===== src/rtl/solver_dispatcher.sv =====
// Host-side dispatcher for the interleaved endgame solver: stages root boards, tracks the job
// tag held by each solver context and queues (tag, score) results behind a credit limit.
module solver_dispatcher #(
    parameter int NCTX   = 7,
    parameter int TAGW   = 8,
    parameter int RDEPTH = 8
) (
    input  logic            iCLOCK,
    input  logic            inRESET,
    input  logic            iRun,
    input  logic            iJobValid,
    output logic            oJobReady,
    input  logic [63:0]     iJobPlayer,
    input  logic [63:0]     iJobOpponent,
    input  logic [TAGW-1:0] iJobTag,
    output logic            oResValid,
    input  logic            iResReady,
    output logic [TAGW-1:0] oResTag,
    output logic [7:0]      oResScore,
    output logic            oEnable,
    output logic [63:0]     oPlayer,
    output logic [63:0]     oOpponent,
    input  logic            iSolved,
    input  logic [7:0]      iRes,
    input  logic [3:0]      iCtx,
    output logic            oBusy
);

    localparam int CW = $clog2(NCTX);
    localparam int OW = $clog2(NCTX + 1);
    localparam int FW = $clog2(RDEPTH);
    localparam int SW = ((OW > FW + 1) ? OW : FW + 1) + 1;
    localparam logic [63:0] DUMMY_P = 64'hFFFF_FFFF_FFFF_FFFF;

    typedef enum logic [1:0] {
        S_IDLE  = 2'd0,
        S_START = 2'd1,
        S_RUN   = 2'd2
    } state_t;

    state_t            r_state;
    logic              r_enable;
    logic              r_out_en;
    logic [CW-1:0]     r_cnt;
    logic              r_stg_valid;
    logic [63:0]       r_stg_p;
    logic [63:0]       r_stg_o;
    logic [TAGW-1:0]   r_stg_tag;
    logic [NCTX-1:0]   r_live;
    logic [TAGW-1:0]   r_tag [NCTX];
    logic [OW-1:0]     r_outstanding;
    logic [TAGW-1:0]   r_fifo_tag [RDEPTH];
    logic [7:0]        r_fifo_score [RDEPTH];
    logic [FW-1:0]     r_wptr;
    logic [FW-1:0]     r_rptr;
    logic [FW:0]       r_fcount;

    logic              w_ctx_ok;
    logic [CW-1:0]     w_ctx;
    logic              w_take;
    logic              w_credit_ok;
    logic              w_present;
    logic              w_take_real;
    logic              w_push;
    logic              w_pop;
    logic              w_accept;
    logic              w_full;

    assign w_ctx_ok    = (iCtx < 4'(NCTX));
    assign w_ctx       = (r_state == S_START) ? r_cnt : iCtx[CW-1:0];
    assign w_take      = (r_state == S_START) | ((r_state == S_RUN) & iSolved & w_ctx_ok);
    // Every live job or queued result holds a FIFO slot, so a finishing job always has room.
    assign w_credit_ok = (SW'(r_outstanding) + SW'(r_fcount)) < SW'(RDEPTH);
    assign w_present   = r_stg_valid & w_credit_ok & iRun;
    assign w_take_real = w_take & w_present;
    assign w_push      = (r_state == S_RUN) & iSolved & w_ctx_ok & r_live[w_ctx];
    assign w_pop       = (r_fcount != {(FW+1){1'b0}}) & iResReady;
    assign w_accept    = iJobValid & oJobReady;
    assign w_full      = (r_fcount == (FW+1)'(RDEPTH));

    assign oJobReady   = r_out_en & (~r_stg_valid | w_take_real);
    assign oPlayer     = w_present ? r_stg_p : DUMMY_P;
    assign oOpponent   = w_present ? r_stg_o : 64'h0;
    assign oResValid   = (r_fcount != {(FW+1){1'b0}});
    assign oResTag     = oResValid ? r_fifo_tag[r_rptr] : {TAGW{1'b0}};
    assign oResScore   = oResValid ? r_fifo_score[r_rptr] : 8'h00;
    assign oEnable     = r_enable;
    assign oBusy       = (r_state != S_IDLE);

    // Sequencer: prime every context once, then run until drained with nothing in flight.
    always_ff @(posedge iCLOCK or negedge inRESET) begin
        if (!inRESET) begin
            r_state  <= S_IDLE;
            r_enable <= 1'b0;
            r_cnt    <= {CW{1'b0}};
            r_out_en <= 1'b0;
        end else begin
            r_out_en <= 1'b1;
            case (r_state)
                S_IDLE: begin
                    if (iRun) begin
                        r_state  <= S_START;
                        r_enable <= 1'b1;
                        r_cnt    <= {CW{1'b0}};
                    end else begin
                        r_state  <= S_IDLE;
                    end
                end
                S_START: begin
                    if (r_cnt == CW'(NCTX - 1)) begin
                        r_state <= S_RUN;
                        r_cnt   <= {CW{1'b0}};
                    end else begin
                        r_cnt   <= r_cnt + CW'(1);
                    end
                end
                S_RUN: begin
                    if (!iRun && (r_outstanding == {OW{1'b0}}) && !iSolved) begin
                        r_state  <= S_IDLE;
                        r_enable <= 1'b0;
                    end else begin
                        r_state  <= S_RUN;
                    end
                end
                default: begin
                    r_state  <= S_IDLE;
                    r_enable <= 1'b0;
                    r_cnt    <= {CW{1'b0}};
                end
            endcase
        end
    end

    // Single-entry staging register between the job port and the solver.
    always_ff @(posedge iCLOCK or negedge inRESET) begin
        if (!inRESET) begin
            r_stg_valid <= 1'b0;
            r_stg_p     <= 64'h0;
            r_stg_o     <= 64'h0;
            r_stg_tag   <= {TAGW{1'b0}};
        end else if (w_accept) begin
            r_stg_valid <= 1'b1;
            r_stg_p     <= iJobPlayer;
            r_stg_o     <= iJobOpponent;
            r_stg_tag   <= iJobTag;
        end else if (w_take_real) begin
            r_stg_valid <= 1'b0;
        end else begin
            r_stg_valid <= r_stg_valid;
        end
    end

    // Context tag table and count of real jobs currently inside the solver.
    always_ff @(posedge iCLOCK or negedge inRESET) begin
        if (!inRESET) begin
            r_live        <= {NCTX{1'b0}};
            r_outstanding <= {OW{1'b0}};
            for (int i = 0; i < NCTX; i++) begin
                r_tag[i] <= {TAGW{1'b0}};
            end
        end else begin
            if (w_take) begin
                r_live[w_ctx] <= w_take_real;
                r_tag[w_ctx]  <= r_stg_tag;
            end else begin
                r_live[w_ctx] <= r_live[w_ctx];
            end
            r_outstanding <= r_outstanding + OW'(w_take_real) - OW'(w_push);
        end
    end

    // Result FIFO pointers and occupancy.
    always_ff @(posedge iCLOCK or negedge inRESET) begin
        if (!inRESET) begin
            r_wptr   <= {FW{1'b0}};
            r_rptr   <= {FW{1'b0}};
            r_fcount <= {(FW+1){1'b0}};
        end else begin
            r_wptr <= w_push ? r_wptr + FW'(1) : r_wptr;
            r_rptr <= w_pop ? r_rptr + FW'(1) : r_rptr;
            case ({w_push, w_pop})
                2'b10:   r_fcount <= r_fcount + (FW+1)'(1);
                2'b01:   r_fcount <= r_fcount - (FW+1)'(1);
                default: r_fcount <= r_fcount;
            endcase
        end
    end

    // Result FIFO storage.
    always_ff @(posedge iCLOCK) begin
        if (w_push) begin
            r_fifo_tag[r_wptr]   <= r_tag[w_ctx];
            r_fifo_score[r_wptr] <= iRes;
        end else begin
            r_fifo_tag[r_wptr]   <= r_fifo_tag[r_wptr];
        end
    end

    solver_dispatcher_chk u_chk (
        .i_clk    (iCLOCK),
        .i_rst_n  (inRESET),
        .i_push   (w_push),
        .i_full   (w_full),
        .i_solved (iSolved),
        .i_run    (r_state == S_RUN),
        .i_ctx_ok (w_ctx_ok)
    );

endmodule

// Protocol and invariant checks for solver_dispatcher.
module solver_dispatcher_chk (
    input logic i_clk,
    input logic i_rst_n,
    input logic i_push,
    input logic i_full,
    input logic i_solved,
    input logic i_run,
    input logic i_ctx_ok
);

    a_no_push_full: assert property (@(posedge i_clk) disable iff (!i_rst_n) !(i_push && i_full));
    a_solved_legal: assert property (@(posedge i_clk) disable iff (!i_rst_n) i_solved |-> (i_run && i_ctx_ok));

endmodule


===== config.mk =====
export PLATFORM = sky130hd
export DESIGN_NAME = solver_dispatcher
export DESIGN_NICKNAME = d
export VERILOG_FILES = /design/src/rtl/solver_dispatcher.sv
export SDC_FILE = /design/constraint.sdc
export NUM_CORES = 1
export LEC_CHECK = 0
export CAP_MARGIN = 15
export CORE_MARGIN = 8
export CORE_UTILIZATION = 55
export CTS_CLUSTER_DIAMETER = 40
export DETAILED_ROUTE_END_ITERATION = 8
export GPL_TIMING_DRIVEN = 1
export PLACE_DENSITY = 0.84
export SLEW_MARGIN = 5
export SYNTH_ARGS = -nofsm -noshare
export SYNTH_HDL_FRONTEND = slang
export SYNTH_SLANG_ARGS = --single-unit

===== constraint.sdc =====
create_clock -name iCLOCK -period 5.4 [get_ports iCLOCK]
set_input_delay 0.81 -clock iCLOCK [delete_from_list [all_inputs] [get_ports iCLOCK]]
set_output_delay 0.81 -clock iCLOCK [all_outputs]
set_load 0.005 [all_outputs]

==> results of run 1 <==
worst max path at each step:
stage / end / slack, ps / cells past startpoint
floorplan: r_fcount[3]$_DFFE_PN0P_ / 2210 / 13
global placement: r_fcount[3]$_DFFE_PN0P_ / 1270 / 12
global route: oResTag[5] / 1300 / 5
CTS: oResTag[5] / 1380 / 5
detailed placement: r_fcount[3]$_DFFE_PN0P_ / 1190 / 12
finish: oResTag[5] / 1450 / 5
where the power goes:
group	total (mW)	switching [mW]	internal [mW]
Combinational	4.14	1.79	2.35
Clock	2.89	1.14	1.75
Sequential	4.44	0.649	3.79
Total	11.5	3.58	7.89
cell type report:
class                   count  area, um2  share of cell area [%]
clock buffers              52       1160                    5.84
inverters                  11       41.3                   0.208
flip-flops and latches    348       9350                    47.1
diodes                      2       5.00                  0.0252
well taps                 341        427                    2.15
repair buffers            311       3160                    15.9
multi-input cells         566       5440                    27.4
clock inverters            27        289                    1.45
registers in the layout, indices dropped and copies added, names as in the netlist:
register / cells
r_stg_o: 64
r_out_en: 1
r_fifo_score: 64
r_fifo_tag: 64
r_outstanding: 3
r_stg_p: 64
r_cnt: 3
r_wptr: 3
r_fcount: 4
r_tag: 56
oEnable: 1
r_live: 7
r_state: 2
r_stg_tag: 8
r_stg_valid: 1
r_rptr: 3
kinds of logic after synthesis:
logic type	count (synthesis)
flops	348
mux	274
simple gates	208
compound gates	62
buf+inv	62
fa+ha+maj	11
xor+xnor	10
other cells	1
cells in the final DEF, fill, tap and decap left out, types with 11 or more instances in the layout:
cell and instances:
sky130_fd_sc_hd__and2_1 68, sky130_fd_sc_hd__mux4_2 32, sky130_fd_sc_hd__mux2_1 40, sky130_fd_sc_hd__mux2i_1 27
sky130_fd_sc_hd__dfrtp_1 218, sky130_fd_sc_hd__mux2_2 172, sky130_fd_sc_hd__edfxtp_1 128, sky130_fd_sc_hd__nand2b_1 67
sky130_fd_sc_hd__nor2_1 32, sky130_fd_sc_hd__inv_1 11, sky130_fd_sc_hd__nand2_1 14, sky130_fd_sc_hd__clkbuf_16 44
sky130_fd_sc_hd__clkdlybuf4s50_1 300
through the flow:
stage          hold slack (ps)  utilization, %
2_1_floorplan              448               -
3_3_place_gp               458            68.1
3_5_place_dp               466            68.1
4_1_cts                    326            73.5
5_1_grt                    330            73.5
6_report                   291            73.5
worst max-delay path: stages (launching register included):
cell,delay [ps]
sky130_fd_sc_hd__dfrtp_2,820
sky130_fd_sc_hd__buf_4,410
sky130_fd_sc_hd__mux4_2,550
sky130_fd_sc_hd__mux2i_1,180
sky130_fd_sc_hd__nor2_1,90
sky130_fd_sc_hd__clkdlybuf4s50_1,550
per-layer routing:
metal | vias to the layer above | global-route usage, % | wire [um]
met5 | - | 0 | 0
met4 | 0 | 7.97 | 1160
met3 | 83 | 8.28 | 3510
met2 | 369 | 38.3 | 18600
met1 | 4719 | 25.5 | 14000
li1 | 4194 | - | -
==> run summary, run 1 <==
The post-route antenna net violation count came out at 0. For the pin with the worst max-slew slack, the measured transition is about 1100 ps. The die span in y came out at roughly 180 um. The count of distinct cell types in the synthesized netlist is 59. Summing the areas of all xor and xnor instances in the mapped netlist gives less than 1% of the synthesized area.

The number of setup violations in the final report came out at 0. The first-pass iteration count of the detailed router is 5. The sequential cell area fraction in the yosys report came out at roughly three fifths.

The largest fanout on the critical path is 21. The minimum setup slack after placement came out at between 1000 and 1500 ps. The setup slack of the worst register-to-register path is roughly 1700 ps.

The CTS root buffer is sky130_fd_sc_hd__clkbuf_16. Ranked by instance count, the synthesized netlist is headed by sky130_fd_sc_hd__dfrtp_1, sky130_fd_sc_hd__mux2_2, sky130_fd_sc_hd__edfxtp_1. The cell area after synthesis came out at around 15000 um2. Summing the areas of all compound-gate instances in the mapped netlist gives about 3% of the synthesized area.

The number of standard cells in the layout, taps in and fillers out came out at ~1700. The hold buffer count at cts is 0. The pin count of the biggest net entering global routing is approximately 120. The finished layout cell area came out at 19900 um2.

The placed instances occupy a cell area of 18400 um2. The max-cap violation count came out at 0. The number of core rows came out at 60. After layout, the worst path uses between 70 and 80% of the clock period. In this run, synthesis produced a sequential element count of ~350. The post-CTS setup repair buffer count came out at 0. The data arrival time of the critical path is about 3100 ps. The cell count after placement came out at between 1500 and 2000. The clock slew at the register clock pins of the worst setup and hold paths came out at approximately 60 ps.

The via count of the first global-routing pass came out at 10200. The placer's final routability congestion estimate is about 0.79. Timing would allow up to approximately 250 MHz. The area growth from synthesis to layout is 31.2%. The startpoint identified for the worst register-to-register timing path is r_state[1]$_DFFE_PN0P_. After the last flow step, the layout net total stands at 1447. The total global routing track utilization is approximately 22%. The total chip power came out at around 11 mW. TritonCTS built the clock tree. The mean instance size in the synthesized netlist came out at approximately 16 um2.

In this run, the number of DRC markers left after iteration 0 of detailed routing was roughly 530. The number of input and output port buffers inserted came out at roughly 300. The tightest min-delay check is of the in2async type. The synthesized design devotes to its leading area cell type between 30 and 40% of total area. The clock network latency to the later pin of the worst-skew pair came out at between 500 and 600 ps.

Of all cell types, the one taking the most synthesized area is sky130_fd_sc_hd__dfrtp_1. The floorplan step defined a die boundary enclosing around 33000 um2. The number of clock sinks seen by CTS came out at between 300 and 400. The average wire length per cell after detail routing came out at roughly 23 um. The required time of the critical path is approximately 4600 ps. The region available for standard cell placement spans about 27000 um2. The most frequently used cell type in the post-synthesis netlist is sky130_fd_sc_hd__dfrtp_1.

In the post-synthesis netlist, the biggest area contributors are sky130_fd_sc_hd__dfrtp_1, sky130_fd_sc_hd__edfxtp_1, sky130_fd_sc_hd__mux2_2. The via density per instance came out at 5.65. The number of enable-type register cells in the synthesized netlist is 128. In this run the tightest slew margin relative to its limit is about 30%. The wire length of the first global-routing pass came out at 58200 um. The worst setup path is launched from a flop. Once detailed placement completed, the half-perimeter wirelength came to around 25000 um.

The effective utilization at floorplan is between 50% and 60%. Tracing the worst setup path back leads to its startpoint at r_rptr[0]$_DFFE_PN0P_. The via count came out at 9365. The final-report max-slew violation count came to 0. The worst-case IR drop observed on VDD is approximately 350 uV. The final-layout fill cell count came out at ~1700. By area, the combinational part of the netlist is dominated by multiplexers. The final period demand of the worst path came out at between 3000 and 4000 ps. The chip width came out at roughly 180 um.

The top-level port count is 302. The power density relative to cell area is approximately 580 nW/um2. The post-detailed-route DRC marker count is 0. Measured in cells, the most critical reg-to-reg path has a length of 12. The critical path in this run is classified as reg2out. The final setup skew is approximately 25 ps. The fraction of registers with async set/reset came out at between 60% and 70%. The post-synth net total is between 1000 and 1500.

The fraction of final layout cells with drive strength greater than 1 is a little under a quarter. For this run, the leading register cell type out of synthesis is sky130_fd_sc_hd__dfrtp_1. The post-synthesis mux area share came out at about 23%. TritonCTS created between 40 and 50 clock buffers.

The number of synthesis warnings is 0. The final number of hold-violating endpoints is 0. Of the total synthesized cell area, the portion taken by AND, OR, NAND and NOR gates is 8.45%.

The wire length after detailed routing is between 30000 and 40000 um. The critical path capture point type is an output pin. The number of antenna violations at the first check in global routing came out at 2. The worst reg2reg path endpoint is r_fcount[3]$_DFFE_PN0P_. Setup slack on the critical path of the routed design comes to approximately 1500 ps. The leakage power came out at 7.73 nW. The adder-cell share of the synthesized area is ~1.0%. The post-route setup TNS came out at 0 ps.

The count of H-tree levels built during CTS is 2. The number of cells produced by synthesis is slightly below 1000. The flow ran to the end, and the final reports show no timing, DRC or antenna violations.

The clock tree buffer depth came out at 3. The remaining global-route overflow is 0. In this run, post-CTS repair resized a total of 0 instances. Setup repair after global routing left no endpoint under its margin.
No activity file was read; power rests on OpenSTA's default activity.
==> run 2, diff against run 1 <==
--- a/config.mk
+++ b/config.mk
@@ -7,11 +7,11 @@
 export LEC_CHECK = 0
 export CAP_MARGIN = 15
 export CORE_MARGIN = 8
-export CORE_UTILIZATION = 55
+export CORE_UTILIZATION = 47
 export CTS_CLUSTER_DIAMETER = 40
 export DETAILED_ROUTE_END_ITERATION = 8
 export GPL_TIMING_DRIVEN = 1
-export PLACE_DENSITY = 0.84
+export PLACE_DENSITY = 0.77
 export SLEW_MARGIN = 5
 export SYNTH_ARGS = -nofsm -noshare
 export SYNTH_HDL_FRONTEND = slang
==> constraint.sdc (replaced) <==
create_clock -name iCLOCK -period 3.43 [get_ports iCLOCK]
set_input_delay 0.5145 -clock iCLOCK [delete_from_list [all_inputs] [get_ports iCLOCK]]
set_output_delay 0.5145 -clock iCLOCK [all_outputs]
set_load 0.005 [all_outputs]
==> run summary, run 2 (synthesis results as in run 1) <==
At the worst endpoint, the arrival time is between 2000 and 3000 ps. The minimum setup slack after placement is between 90 and 100 ps. The routed length on met2 is roughly 19000 um. Setup repair after global routing left no endpoint under its margin. The dominant delay contributor by cell family on the critical path is buffers and inverters. The final cycle utilization of the critical path came out at 95.7%. The total global routing track utilization is between 10% and 20%.

The clock slew at the register clock pins of the worst setup and hold paths came out at ~50 ps. The post-detailed-route DRC marker count came out at 0. In the final layout, the share of cells above drive strength 1 is 26.2%. The number of antenna violations at the first check in global routing is 4. The post-route antenna net violation count came out at 0. Counting both buffers and inverters, the worst setup path holds a total of 3. The flow ran to the end, but the final reports show violations.

Detailed routing placed a total of between 3000 and 4000 um of wire on met3. The clock network latency to the later pin of the worst-skew pair came out at around 550 ps. The estimated wirelength of the detail-placed design is approximately 26000 um. The floorplan step defined a core boundary enclosing between 30000 and 40000 um2. The floorplan has 65 rows. The most common cell after layout, fill and taps aside is sky130_fd_sc_hd__clkdlybuf4s50_1.

The startpoint-to-endpoint class of the critical path is reg2out. The length of routed wiring on met1 is ~15000 um. The first-pass iteration count of the detailed router came out at 5. The final reports fail on hold timing. The final worst hold slack is -25.9 ps. The first global-routing pass estimated ~60000 um of wire. After detailed routing, the average wire length per cell comes to 22.0 um.

STA classifies the critical path endpoint as an output pin. Clock tree synthesis found a total of between 300 and 400 sinks. Summed over all layers, the global routing overflow is 0. The final period demand of the worst path is around 3300 ps. The path depth of the worst reg2reg path came out at 10. The number of input and output port buffers inserted came out at ~300. The count of H-tree levels built during CTS is 2.

The die outline area came out at between 30000 and 40000 um2. The pin count of the biggest net entering global routing is 96. The effective utilization at floorplan came out at 47.9%. The largest fanout on the critical path is 42.

The area growth from synthesis to layout is 34.6%. The final setup skew came out at roughly 26 ps. For flop-to-flop paths, the worst setup slack is approximately 420 ps. IR analysis of the VDD net gives a maximum drop of around 700 uV.

The placer's final routability congestion estimate came out at roughly 0.84. The worst setup path is launched from a flop. In the routed layout, each cell is associated on average with a via count of around 5.4. The signal on the critical path passes through ha_1 > a31o_2 > a21oi_4 > buf_12 > buf_16 > and2_1 > clkdlybuf4s50_1.

The final number of hold-violating endpoints is 12. The final layout contains routed wiring with a total length of between 30000 and 40000 um. The post-route setup TNS is 0 ps.

From left edge to right edge, the die measures 196 um. The final-report max-slew violation count came to 0. At the pin with the least slew margin, the transition time is slightly above 900 ps. Power spread over the standard cell area amounts to a little over 900 nW/um2. The required time of the critical path came out at around 2900 ps. The worst hold path belongs to the class in2async. The highest layer touched by signal routing is met4.

The die span in y came out at between 150 and 200 um. The final route contains between 9000 and 10000 vias. The number of clock buffers inserted by TritonCTS came out at 44.

The via count of the first global-routing pass was ~10000. Counting along the longest clock path gives a buffer depth of 3. The number of design-rule violations left by the first detailed-router iteration is 640. In the post-route analysis, the smallest setup slack over all paths is about 150 ps.

The cell with the largest stage delay on the worst path is sky130_fd_sc_hd__clkdlybuf4s50_1. TritonCTS built the clock tree. The net count of the finished layout is between 1000 and 1500. The leakage power came out at 7.99 nW. The max-cap violation count came out at 0.

The CTS root buffer is sky130_fd_sc_hd__clkbuf_16. The delay contributed by the slowest stage of the critical path came out at 540 ps. The maximum clock rate came out at ~300 MHz. The worst slew margin relative to its limit came out at about two fifths.

Leaving out fill and tap cells, the most frequent cells in the layout are sky130_fd_sc_hd__clkdlybuf4s50_1, sky130_fd_sc_hd__dfrtp_1, sky130_fd_sc_hd__mux2_2, sky130_fd_sc_hd__edfxtp_1, sky130_fd_sc_hd__and2_1. In this run the critical register-to-register path is captured at r_outstanding[2]$_DFF_PN0_. The top-level port count is 302. The number of setup violations in the final report came out at 0.

The critical register-to-register path startpoint is r_state[0]$_DFFE_PN0P_.
## run 2: changes by cell type in the layout (fill, tap and decap cells not counted), moves of 3 or more
cell                         delta
sky130_fd_sc_hd__buf_4         +33
sky130_fd_sc_hd__clkinv_1       -3
sky130_fd_sc_hd__clkinvlp_4     +4
sky130_fd_sc_hd__inv_8          -3
## run 2: how the worst max path moves through the flow
stage	startpoint	endpoint	slack, ps	depth (start not counted)
global placement	iCtx[2]	r_outstanding[2]$_DFF_PN0_	160	11
global route	r_outstanding[1]$_DFF_PN0_	oOpponent[41]	2	7
detailed placement	iCtx[2]	r_outstanding[2]$_DFF_PN0_	90	11
floorplan	r_state[1]$_DFFE_PN0P_	r_fcount[3]$_DFFE_PN0P_	430	14
finish	r_fcount[1]$_DFFE_PN0P_	oOpponent[23]	150	7
CTS	r_fcount[1]$_DFFE_PN0P_	oOpponent[7]	4	7
## run 2: repair_timing
action                                  CTS  global route
resized for setup                         0             4
buffers inserted                          0             5
endpoints found under the setup margin    0            46
hold buffers                              0             0
## run 2: layout make-up
class	count	area, um2
fillers	2300	11200
flip-flops and latches	348	9350
multi-input cells	566	5440
repair buffers	351	3540
clock buffers	52	1160
well taps	402	503
clock inverters	29	342
inverters	11	41.3
diodes	4	10.0
## run 2: per-stage QoR
stage                     instance area (um2)  util (%)  hold slack, ps  power, mW  std cells
after floorplan                         15100         -             219       10.9        976
after global placement                  18800      59.3             460       13.6       1670
after detailed placement                18800      59.3             466       13.8       1670
after CTS                               20300      64.1            16.9       18.5       1751
after global routing                    20400      64.4            35.4       19.5       1762
final                                   20400      64.4           -25.9       18.5       1763
## run 2: report_power, final
group          leakage (nW)  internal (mW)  switching, mW  total [mW]
combinational          3.48           3.98           3.07        7.05
clock                 0.724           2.84           1.82        4.66
sequential             3.79           5.97          0.828        6.80
total                  7.99           12.8           5.73        18.5
## run 2: layer usage
| layer | global-route usage (%) | vias to the layer above |
|---|---|---|
| met3 | 8.29 | 70 |
| met1 | 22.5 | 4805 |
| met2 | 33.3 | 352 |
| met5 | 0 | - |
| met4 | 7.50 | 0 |
| li1 | - | 4275 |
